**config.mk**
```make
export PLATFORM = sky130hd
export DESIGN_NAME = bkm_e_iter
export DESIGN_NICKNAME = d
export VERILOG_FILES = /design/src/rtl/bkm_e_iter.sv
export SDC_FILE = /design/constraint.sdc
export NUM_CORES = 2
export LEC_CHECK = 0
export CELL_PAD_IN_SITES_DETAIL_PLACEMENT = 1
export CELL_PAD_IN_SITES_GLOBAL_PLACEMENT = 2
export CORE_ASPECT_RATIO = 0.9
export CORE_MARGIN = 5
export CORE_UTILIZATION = 34
export DETAILED_ROUTE_END_ITERATION = 8
export PLACE_DENSITY_LB_ADDON = 0.1
export SYNTH_ARGS = -nofsm -noshare
export SYNTH_HDL_FRONTEND = slang
export SYNTH_SLANG_ARGS = --single-unit
```
**constraint.sdc**
```tcl
create_clock -name clk -period 17.8 [get_ports clk]
set_clock_uncertainty 0.2 [all_clocks]
set_input_delay 1.78 -clock clk [delete_from_list [all_inputs] [get_ports clk]]
set_output_delay 1.78 -clock clk [all_outputs]
set_load 0.02 [all_outputs]
```
**src/rtl/bkm_e_iter.sv**
```systemverilog
// BKM E-mode iteration engine: E converges to E0*exp(L0) while L is driven toward zero,
// using an external ln(1 + d*2^-n) table addressed by (n, dx, dy).
module bkm_e_iter #(
  parameter int W      = 32,
  parameter int N_ITER = 24,
  parameter int NB     = 5
) (
  input  logic          clk,
  input  logic          srst,
  input  logic          enable,
  input  logic          start,
  input  logic [W-1:0]  ex_i,
  input  logic [W-1:0]  ey_i,
  input  logic [W-1:0]  lx_i,
  input  logic [W-1:0]  ly_i,
  output logic [NB-1:0] tbl_n,
  output logic [1:0]    tbl_dx,
  output logic [1:0]    tbl_dy,
  input  logic [W-1:0]  tbl_re,
  input  logic [W-1:0]  tbl_im,
  output logic          busy,
  output logic          done,
  output logic [W-1:0]  ex_o,
  output logic [W-1:0]  ey_o,
  output logic [W-1:0]  lx_o,
  output logic [W-1:0]  ly_o
);

  // lambda is held in sixteenths; width covers L shifted left by up to 2^NB+3 without loss
  localparam int WL  = W + (1 << NB) + 4;
  localparam int WT  = W + 2;
  localparam int NBP = NB + 1;
  localparam logic [NB-1:0]        N_LAST   = NB'(N_ITER);
  localparam logic signed [WL-1:0] LAM_X_LO = WL'(-8);
  localparam logic signed [WL-1:0] LAM_X_HI = WL'(4);
  localparam logic signed [WL-1:0] LAM_Y_LO = WL'(-12);
  localparam logic signed [WL-1:0] LAM_Y_HI = WL'(12);

  typedef enum logic [1:0] {IDLE, RUN, DONE} state_t;

  state_t                 state, state_next;
  logic [NB-1:0]          n;
  logic signed [W-1:0]    ex, ey, lx, ly;
  logic [NBP-1:0]         lam_sh;
  logic signed [WL-1:0]   lx_wide, ly_wide, lam_x, lam_y;
  logic [1:0]             dx, dy;
  logic signed [WT-1:0]   ex_w, ey_w, term_x, term_y;
  logic [W-1:0]           ex_next, ey_next, lx_next, ly_next;

  function automatic logic signed [WT-1:0] scale_by_digit(input logic [1:0] d,
                                                          input logic signed [WT-1:0] v);
    case (d)
      2'b01:   return v;
      2'b11:   return -v;
      default: return '0;
    endcase
  endfunction

  always_ff @(posedge clk) begin
    if (srst)        state <= IDLE;
    else if (enable) state <= state_next;
  end

  always_comb begin
    state_next = state;
    unique case (state)
      IDLE:    if (start) state_next = RUN;
      RUN:     if (n == N_LAST) state_next = DONE;
      DONE:    state_next = IDLE;
      default: state_next = IDLE;
    endcase
  end

  always_comb begin
    busy   = 1'b0;
    done   = 1'b0;
    tbl_dx = 2'b00;
    tbl_dy = 2'b00;
    case (state)
      RUN: begin
        busy   = 1'b1;
        tbl_dx = dx;
        tbl_dy = dy;
      end
      DONE:    done = 1'b1;
      default: ;
    endcase
  end

  assign tbl_n = n;

  // floor(2^n * L * 16) via an exact left shift followed by an arithmetic right shift
  always_comb begin
    lam_sh  = {1'b0, n} + NBP'(4);
    lx_wide = {{(WL-W){lx[W-1]}}, lx};
    ly_wide = {{(WL-W){ly[W-1]}}, ly};
    lam_x   = (lx_wide <<< lam_sh) >>> (W - 2);
    lam_y   = (ly_wide <<< lam_sh) >>> (W - 2);

    if (lam_x < LAM_X_LO)      dx = 2'b11;
    else if (lam_x > LAM_X_HI) dx = 2'b01;
    else                       dx = 2'b00;

    if (lam_y < LAM_Y_LO)      dy = 2'b11;
    else if (lam_y > LAM_Y_HI) dy = 2'b01;
    else                       dy = 2'b00;

    ex_w    = {{2{ex[W-1]}}, ex};
    ey_w    = {{2{ey[W-1]}}, ey};
    term_x  = scale_by_digit(dx, ex_w) - scale_by_digit(dy, ey_w);
    term_y  = scale_by_digit(dx, ey_w) + scale_by_digit(dy, ex_w);
    ex_next = W'(ex_w + (term_x >>> n));
    ey_next = W'(ey_w + (term_y >>> n));
    lx_next = lx - tbl_re;
    ly_next = ly - tbl_im;
  end

  // The result registers only change on the last iteration, so they hold through IDLE
  always_ff @(posedge clk) begin
    if (srst) begin
      n    <= '0;
      ex   <= '0;
      ey   <= '0;
      lx   <= '0;
      ly   <= '0;
      ex_o <= '0;
      ey_o <= '0;
      lx_o <= '0;
      ly_o <= '0;
    end else if (enable) begin
      case (state)
        IDLE: begin
          if (start) begin
            ex <= ex_i;
            ey <= ey_i;
            lx <= lx_i;
            ly <= ly_i;
            n  <= NB'(1);
          end
        end
        RUN: begin
          ex <= ex_next;
          ey <= ey_next;
          lx <= lx_next;
          ly <= ly_next;
          n  <= n + NB'(1);
          if (n == N_LAST) begin
            ex_o <= ex_next;
            ey_o <= ey_next;
            lx_o <= lx_next;
            ly_o <= ly_next;
          end
        end
        default: ;
      endcase
    end
  end

endmodule
```
# After elaboration in Yosys (flattened, before gate mapping)
# Index checks and enable logic that the tools add are counted.
[classes] reduce_logical=5 magnitude_cmp=4 add_sub_neg=10 eq_ne=9 shifts=4 n_mux=25
[ops] op="$pmux 34 s2" n=4
[ops] op="$pmux 32 s2" n=4
[ops] op="$sshl 32x6->68" n=2
[ops] op="$mux 32" n=4
[ops] op="$neg 32->34" n=2
[ops] op="$sshr 34x5->32" n=2
[ops] op="$add 32x32->32" n=2
[ops] op="$sub 32x32->32" n=2
[ops] op="$gt 38x4->1 const B" n=1
[ops] op="$gt 38x5->1 const B" n=1
[ops] op="$lt 38x4->1 const B" n=1
[ops] op="$lt 38x5->1 const B" n=1
[ops] op="$add 34x34->34" n=1
[ops] op="$sub 34x34->34" n=1
[ops] op="$mux 2" n=6
[ops] op="$pmux 5 s2" n=1
[ops] op="$reduce_and 3->1" n=3
[ops] op="$add 5x3->6 const B" n=1
[ops] op="$eq 2x1->1 const B" n=3
[ops] op="$eq 2x2->1 const B" n=3
[ops] op="$add 5x1->5 const B" n=1
[ops] op="$eq 5x5->1 const B" n=1
[ops] op="$mux 5" n=1
[ops] op="$mux 1" n=4
[ops] op="other kinds (4)" n=5
[totals] ff_bits=263 elab_cells=67 input_bits=196

# Depth between registers and ports, before layout
[logic_depth] depth_word=11 depth_mapped=57

# Worst setup path after synthesis
# OpenSTA, ideal clock, no wires.
[synth_timing] path_type="register to register" from="register n[2] (netlist: tbl_n[2])" to="register ey[31]" t_arrival_ns=12.745 path_stages_with_launch=52 setup_slack_ns=4.740 period_less_slack_ns=13.060 cell_sequence="dfxtp_1 > clkbuf_1 > inv_1 > clkbuf_1 > clkbuf_1 > buf_1 > clkbuf_1 > buf_1 > clkbuf_1 > ha_1 > buf_4 > buf_6 > nand2b_1 > buf_2 > o2bb2ai_1 > nor2_1 > mux4_2 > a2111oi_2 > [16 not listed] > xnor3_2 > a221oi_1 > mux2_2 > o21ai_0 > ha_1 > and3_1 > a221oi_1 > a211oi_1 > o22ai_1 > a211oi_1 > a41oi_1 > a2111oi_0 > nor2_1 > a21oi_1 > a31oi_1 > a2111oi_0 > a2111oi_0 > and3_1"
[synth_via] elab_chain_cells=11 word_cells_on_any_way=21 classes_between="3 x add/sub; 4 x order compare; 4 x eq/ne; 3 x shift; 7 x mux"
[synth_rtl] element="start: declaration" line_no="42" rtl="logic [NB-1:0] n;"
[synth_rtl] element="start signal: assignment" line_no="146" rtl="n <= n + NB'(1);"
[synth_rtl] element="$add 5x3->6" line_no="94" rtl="lam_sh = {1'b0, n} + NBP'(4);"
[synth_rtl] element="$sshl 32x6->68 (on tied branches)" line_no="97, 98"
[synth_rtl] element="$gt 38x4->1 / $gt 38x5->1 (equally long branches)" line_no="101, 105"
[synth_rtl] element="$mux 1 (on tied branches)" line_no="101, 105"
[synth_rtl] element="$mux 2 (on tied branches)" line_no="100, 104"
[synth_rtl] element="$eq 2x2->1 / $eq 2x1->1 (equally long branches)" line_no="52" rtl="case (d)"
[synth_rtl] element="$pmux 34 s2" line_no="52"
[synth_rtl] element="$add 34x34->34" line_no="111" rtl="term_y = scale_by_digit(dx, ey_w) + scale_by_digit(dy, ex_w);"
[synth_rtl] element="$sshr 34x5->32 *" line_no="113" rtl="ey_next = W'(ey_w + (term_y >>> n));"
[synth_rtl] element="$add 32x32->32 *" line_no="113"
[synth_rtl] element="$pmux 32 s2 *" line_no="131" rtl="case (state)"
[synth_rtl] element="end signal: assignment" line_no="135" rtl="ey <= ey_i;"
[synth_rtl] element="end signal: assignment" line_no="143" rtl="ey <= ey_next;"
[synth_rtl] element="end: declaration" line_no="43" rtl="logic signed [W-1:0] ex, ey, lx, ly;"
# Every way passes the cells marked *; elsewhere a longest branch is shown, timed or not.
# A chain may end at the register's enable or synchronous reset.

# Worst setup path in the final report
# Ends and elaborated chain as after synthesis.

==> flow_metrics.py <==
metrics = {
    "status": {
        "outcome": "finished, final reports clean",
    },
    "power": {
        "p_switching_mw": 2.146,
        "seq_power_share_pct": 16.8,
        "swShare_pct": 50.83,
        "p_leak_nw": 14.77,
        "ir_drop_mv": 0.05702,
        "clkPwrFrac_pct": 18.4,
        "power_density_nw_per_um2": 110.4,
        "p_int_mw": 2.076,
        "p_comb_share_pct": 64.8,
    },
    "logic_synthesis": {
        "synth_top_family_by_area": "compound AO/OA/AOI/OAI gates",
        "synth_top_area_share_pct": 16.07,
        "synth_seq_area_share_pct": 16.07,
        "synthSimpleGateAreaFrac_pct": 21.57,
        "syn_nets": 4940,
        "yosys_warnings": 0,
        "yosysTopAreaCell": "dfxtp_1",
        "synth_xor_area_share_pct": 4.690,
        "synthMuxAreaShare_pct": 11.59,
        "synth_fa_ha_area_share_pct": 7.852,
        "synth_cells": 4542,
        "synth_seq_cells": 263,
        "ys_async_sr_fraction_pct": 0,
        "ys.flop_type": "dfxtp_1",
        "syn-cell-area_um2": 32760,
        "syn-mean-instance-area_um2": 7.213,
        "synthTopCellsByArea": "dfxtp_1 16%, ha_1 7.5%, nand2_1 7.1%",
        "synth_edf_count": 0,
        "synth_compound_area_share_pct": 32.15,
        "synth_cell_types": 104,
    },
    "cells_and_area": {
        "register_area_um2": 5285,
        "syn_to_final_growth_pct": 16.77,
        "n_fill_cell": 11810,
        "multi_input_area_um2": 25620,
        "final_core_util_pct": 39.82,
        "drive_gt1_share_pct": 6.998,
        "nets": 5045,
        "finalInstanceArea_um2": 38260,
    },
    "floorplanning": {
        "die_x_um": 337.2,
        "ios": 335,
        "dieArea_um2": 102700,
        "rows": 108,
        "design.core.area_um2": 96080,
        "initial_utilization_pct": 34.10,
        "die_h_um": 304.5,
    },
    "drt": {
        "drt_iter0_markers": 3903,
        "vias": 37870,
        "post_drt_wl_per_cell_um": 29.00,
        "drtAntennaViolNets": 0,
        "via_per_inst": 6.366,
        "drc": 0,
        "wl_mm": 172.5,
        "drtPass1Iterations": 7,
    },
    "worst_setup_path": {
        "cp.required_ns": 18.08,
        "worstSetupPathType": "register to register",
        "endpoint_kind": "register",
        "reg2reg_depth": 41,
        "arrival_ns": 15.46,
        "crit_slowest_cell": "nor3_2",
        "startpoint_type": "register",
        "worst_path_largest_cell_delay_ns": 1.21,
        "cp-startpoint": "tbl_n[2]",
        "crit_fanout": 68,
        "rr_startpoint": "tbl_n[2]",
        "r2r_setup_slack_ns": 2.63,
        "cp_common_cell": "a21oi_1",
    },
    "hold_path": {
        "min-delay-start": "ex_o[12]",
        "worstHoldPathType": "register to register",
        "hold_depth": 2,
    },
    "flow_run": {
        "maxCapViolCount": 0,
    },
    "clocking": {
        "clock_path_buffers": 3,
        "cts_setup_buffers": 0,
        "cts_buffers": 36,
        "insertion_delay_ns": 0.60,
        "postCtsHoldBufs": 0,
        "htreeDepth": 2,
        "root_buffer": "clkbuf_16",
        "cts_tree": "done",
        "cts_sinks": 263,
        "clk_pin_slew_ns": 0.06,
        "cts_resized": 0,
    },
    "placement": {
        "place_congestion": 0.9883,
        "post-place-ws_ns": 2.890,
        "placed_area_um2": 36980,
        "hpwl_mm": 135.0,
        "port-buffer-count": 334,
    },
    "sta": {
        "fin_ws_ns": 2.627,
        "finalHoldViolations": 0,
        "worst_slew_pin_slew_ns": 1.380,
        "setup_violations": 0,
        "maxSlewViolCount": 0,
        "fin_crit_sh_pct": 85.24,
        "rsz0062_at_grt": "no",
        "fmax_mhz": 65.90,
        "fin_setup_tns_ns": 0,
        "holdWs_ns": 0.2565,
        "relSlewSlack_pct": 6.825,
        "finalCriticalPeriod_ns": 15.17,
    },
    "global_route": {
        "grt_max_degree": 130,
        "grt_usage_pct": 31.97,
        "antenna_found_initial": 20,
        "grt_pass1_wl_mm": 251.1,
        "grt_pass1_vias": 36650,
        "gr-total-overflow": 0,
    },
}
## power groups by stage
stage / clock network (mW) / logic, mW / registers (mW)
6_report: 0.776 / 2.74 / 0.709
2_1_floorplan: 0 / 1.87 / 0.659
5_1_grt: 0.818 / 2.95 / 0.710
3_3_place_gp: 0 / 2.66 / 0.715
3_5_place_dp: 0 / 2.66 / 0.716
4_1_cts: 0.792 / 2.68 / 0.703
## final cells by class
| cell class | instances | area share, % |
|---|---|---|
| Antenna cell | 11 | 0.07195 |
| Sequential cell | 263 | 13.82 |
| Tap cell | 1265 | 4.137 |
| Inverter | 158 | 1.557 |
| Clock buffer | 49 | 2.666 |
| Clock inverter | 15 | 0.5920 |
| Multi-Input combinational cell | 3783 | 66.98 |
| Timing Repair Buffer | 405 | 10.18 |
## path summary, 6_finish.rpt
check,to
setup / recovery,ey[31]
hold / removal,ex_o[12]
setup reg to reg,ey[31]
hold reg to reg,ex_o[12]
## flip-flops by register name, summed over array words and instances, names as in the netlist
signal	flops
ex	32
ex_o	32
ey	32
ey_o	32
lx	32
lx_o	32
ly	32
ly_o	32
state	2
tbl_n	5
## cells in the final DEF, fill, tap and decap left out, types with 19 or more instances in the layout
cell type	netlist	final
and3_1	28	28
nor4_1	25	25
nor2_1	332	328
a211oi_1	81	81
nand3_1	80	80
clkbuf_16	0	36
dfxtp_1	263	257
nor3_1	154	151
o211ai_1	43	43
and2_1	33	33
nand4_1	26	26
o21a_1	54	54
a31oi_1	26	26
o221ai_1	123	123
a21o_1	78	78
mux4_2	53	53
a21oi_1	453	452
or3_1	50	48
xnor2_1	126	125
mux2_2	59	59
a311oi_1	21	21
o21bai_1	47	47
ha_1	196	195
xor2_1	41	40
nand2_1	621	620
clkdlybuf4s50_1	0	333
or2_2	21	21
a221oi_1	19	19
nor2b_1	40	40
o21ai_0	240	240
nand2b_1	45	44
o22ai_1	65	65
inv_1	156	154
buf_4	14	70
a211o_1	22	22
mux2i_1	188	188
o31ai_1	93	92
## critical path, delay by kind of cell, from the launching register on
family | cells | cell delay [ns]
adder cells (fa/ha/maj) | 3 | 1.40
buffers and inverters | 3 | 1.47
AO/OA/AOI/OAI | 25 | 7.68
multiplexers | 1 | 0.27
flip-flops | 1 | 0.86
AND/OR/NAND/NOR | 8 | 2.46
XOR/XNOR | 1 | 0.61
## layer usage
layer	up-vias	GRT usage, %	share of wire, %
met5	-	0	0.024
met2	1673	45.14	40
met3	192	7.669	9.6
met1	18780	48.80	48
li1	17220	-	-
met4	6	6.713	2.2
## logic make-up after synthesis
group | count (synthesis)
AOI/OAI and AO/OA | 1577
xor gates and xnor gates | 170
muxes | 305
and+or+nand+nor | 1529
DFF | 263
buffers and inverters | 496
adders and majority gates | 202
## through the flow
stage                     std cells  total power, mW
after floorplan                4542            2.528
after global placement         5874            3.373
after detailed placement       5874            3.379
after CTS                      5938            4.177
after global routing           5949            4.474
final                          5949            4.222
## synth_stat cells, types with 16 or more instances
| cell | number |
|---|---|
| nand3_1 | 80 |
| o22ai_1 | 65 |
| nand2_1 | 621 |
| a221oi_1 | 19 |
| o31ai_1 | 93 |
| ha_1 | 196 |
| a21oi_1 | 453 |
| or2_2 | 21 |
| a311oi_1 | 21 |
| nor3_1 | 154 |
| a211oi_1 | 81 |
| a21o_1 | 78 |
| nor4_1 | 25 |
| buf_2 | 24 |
| nor2_1 | 332 |
| mux2i_1 | 188 |
| xor2_1 | 41 |
| o221ai_1 | 123 |
| o21bai_1 | 47 |
| mux2_2 | 59 |
| o21ai_0 | 240 |
| nand2b_1 | 45 |
| nor3b_1 | 17 |
| buf_1 | 47 |
| or3_1 | 50 |
| a211o_1 | 22 |
| and2_1 | 33 |
| mux4_2 | 53 |
| dfxtp_1 | 263 |
| and3_1 | 28 |
| o211ai_1 | 43 |
| inv_1 | 156 |
| nor2b_1 | 40 |
| clkbuf_1 | 245 |
| xnor2_1 | 126 |
| o21a_1 | 54 |
| nand4_1 | 26 |
| a21boi_0 | 16 |
| a31oi_1 | 26 |
(Power assumes the default switching activity.)
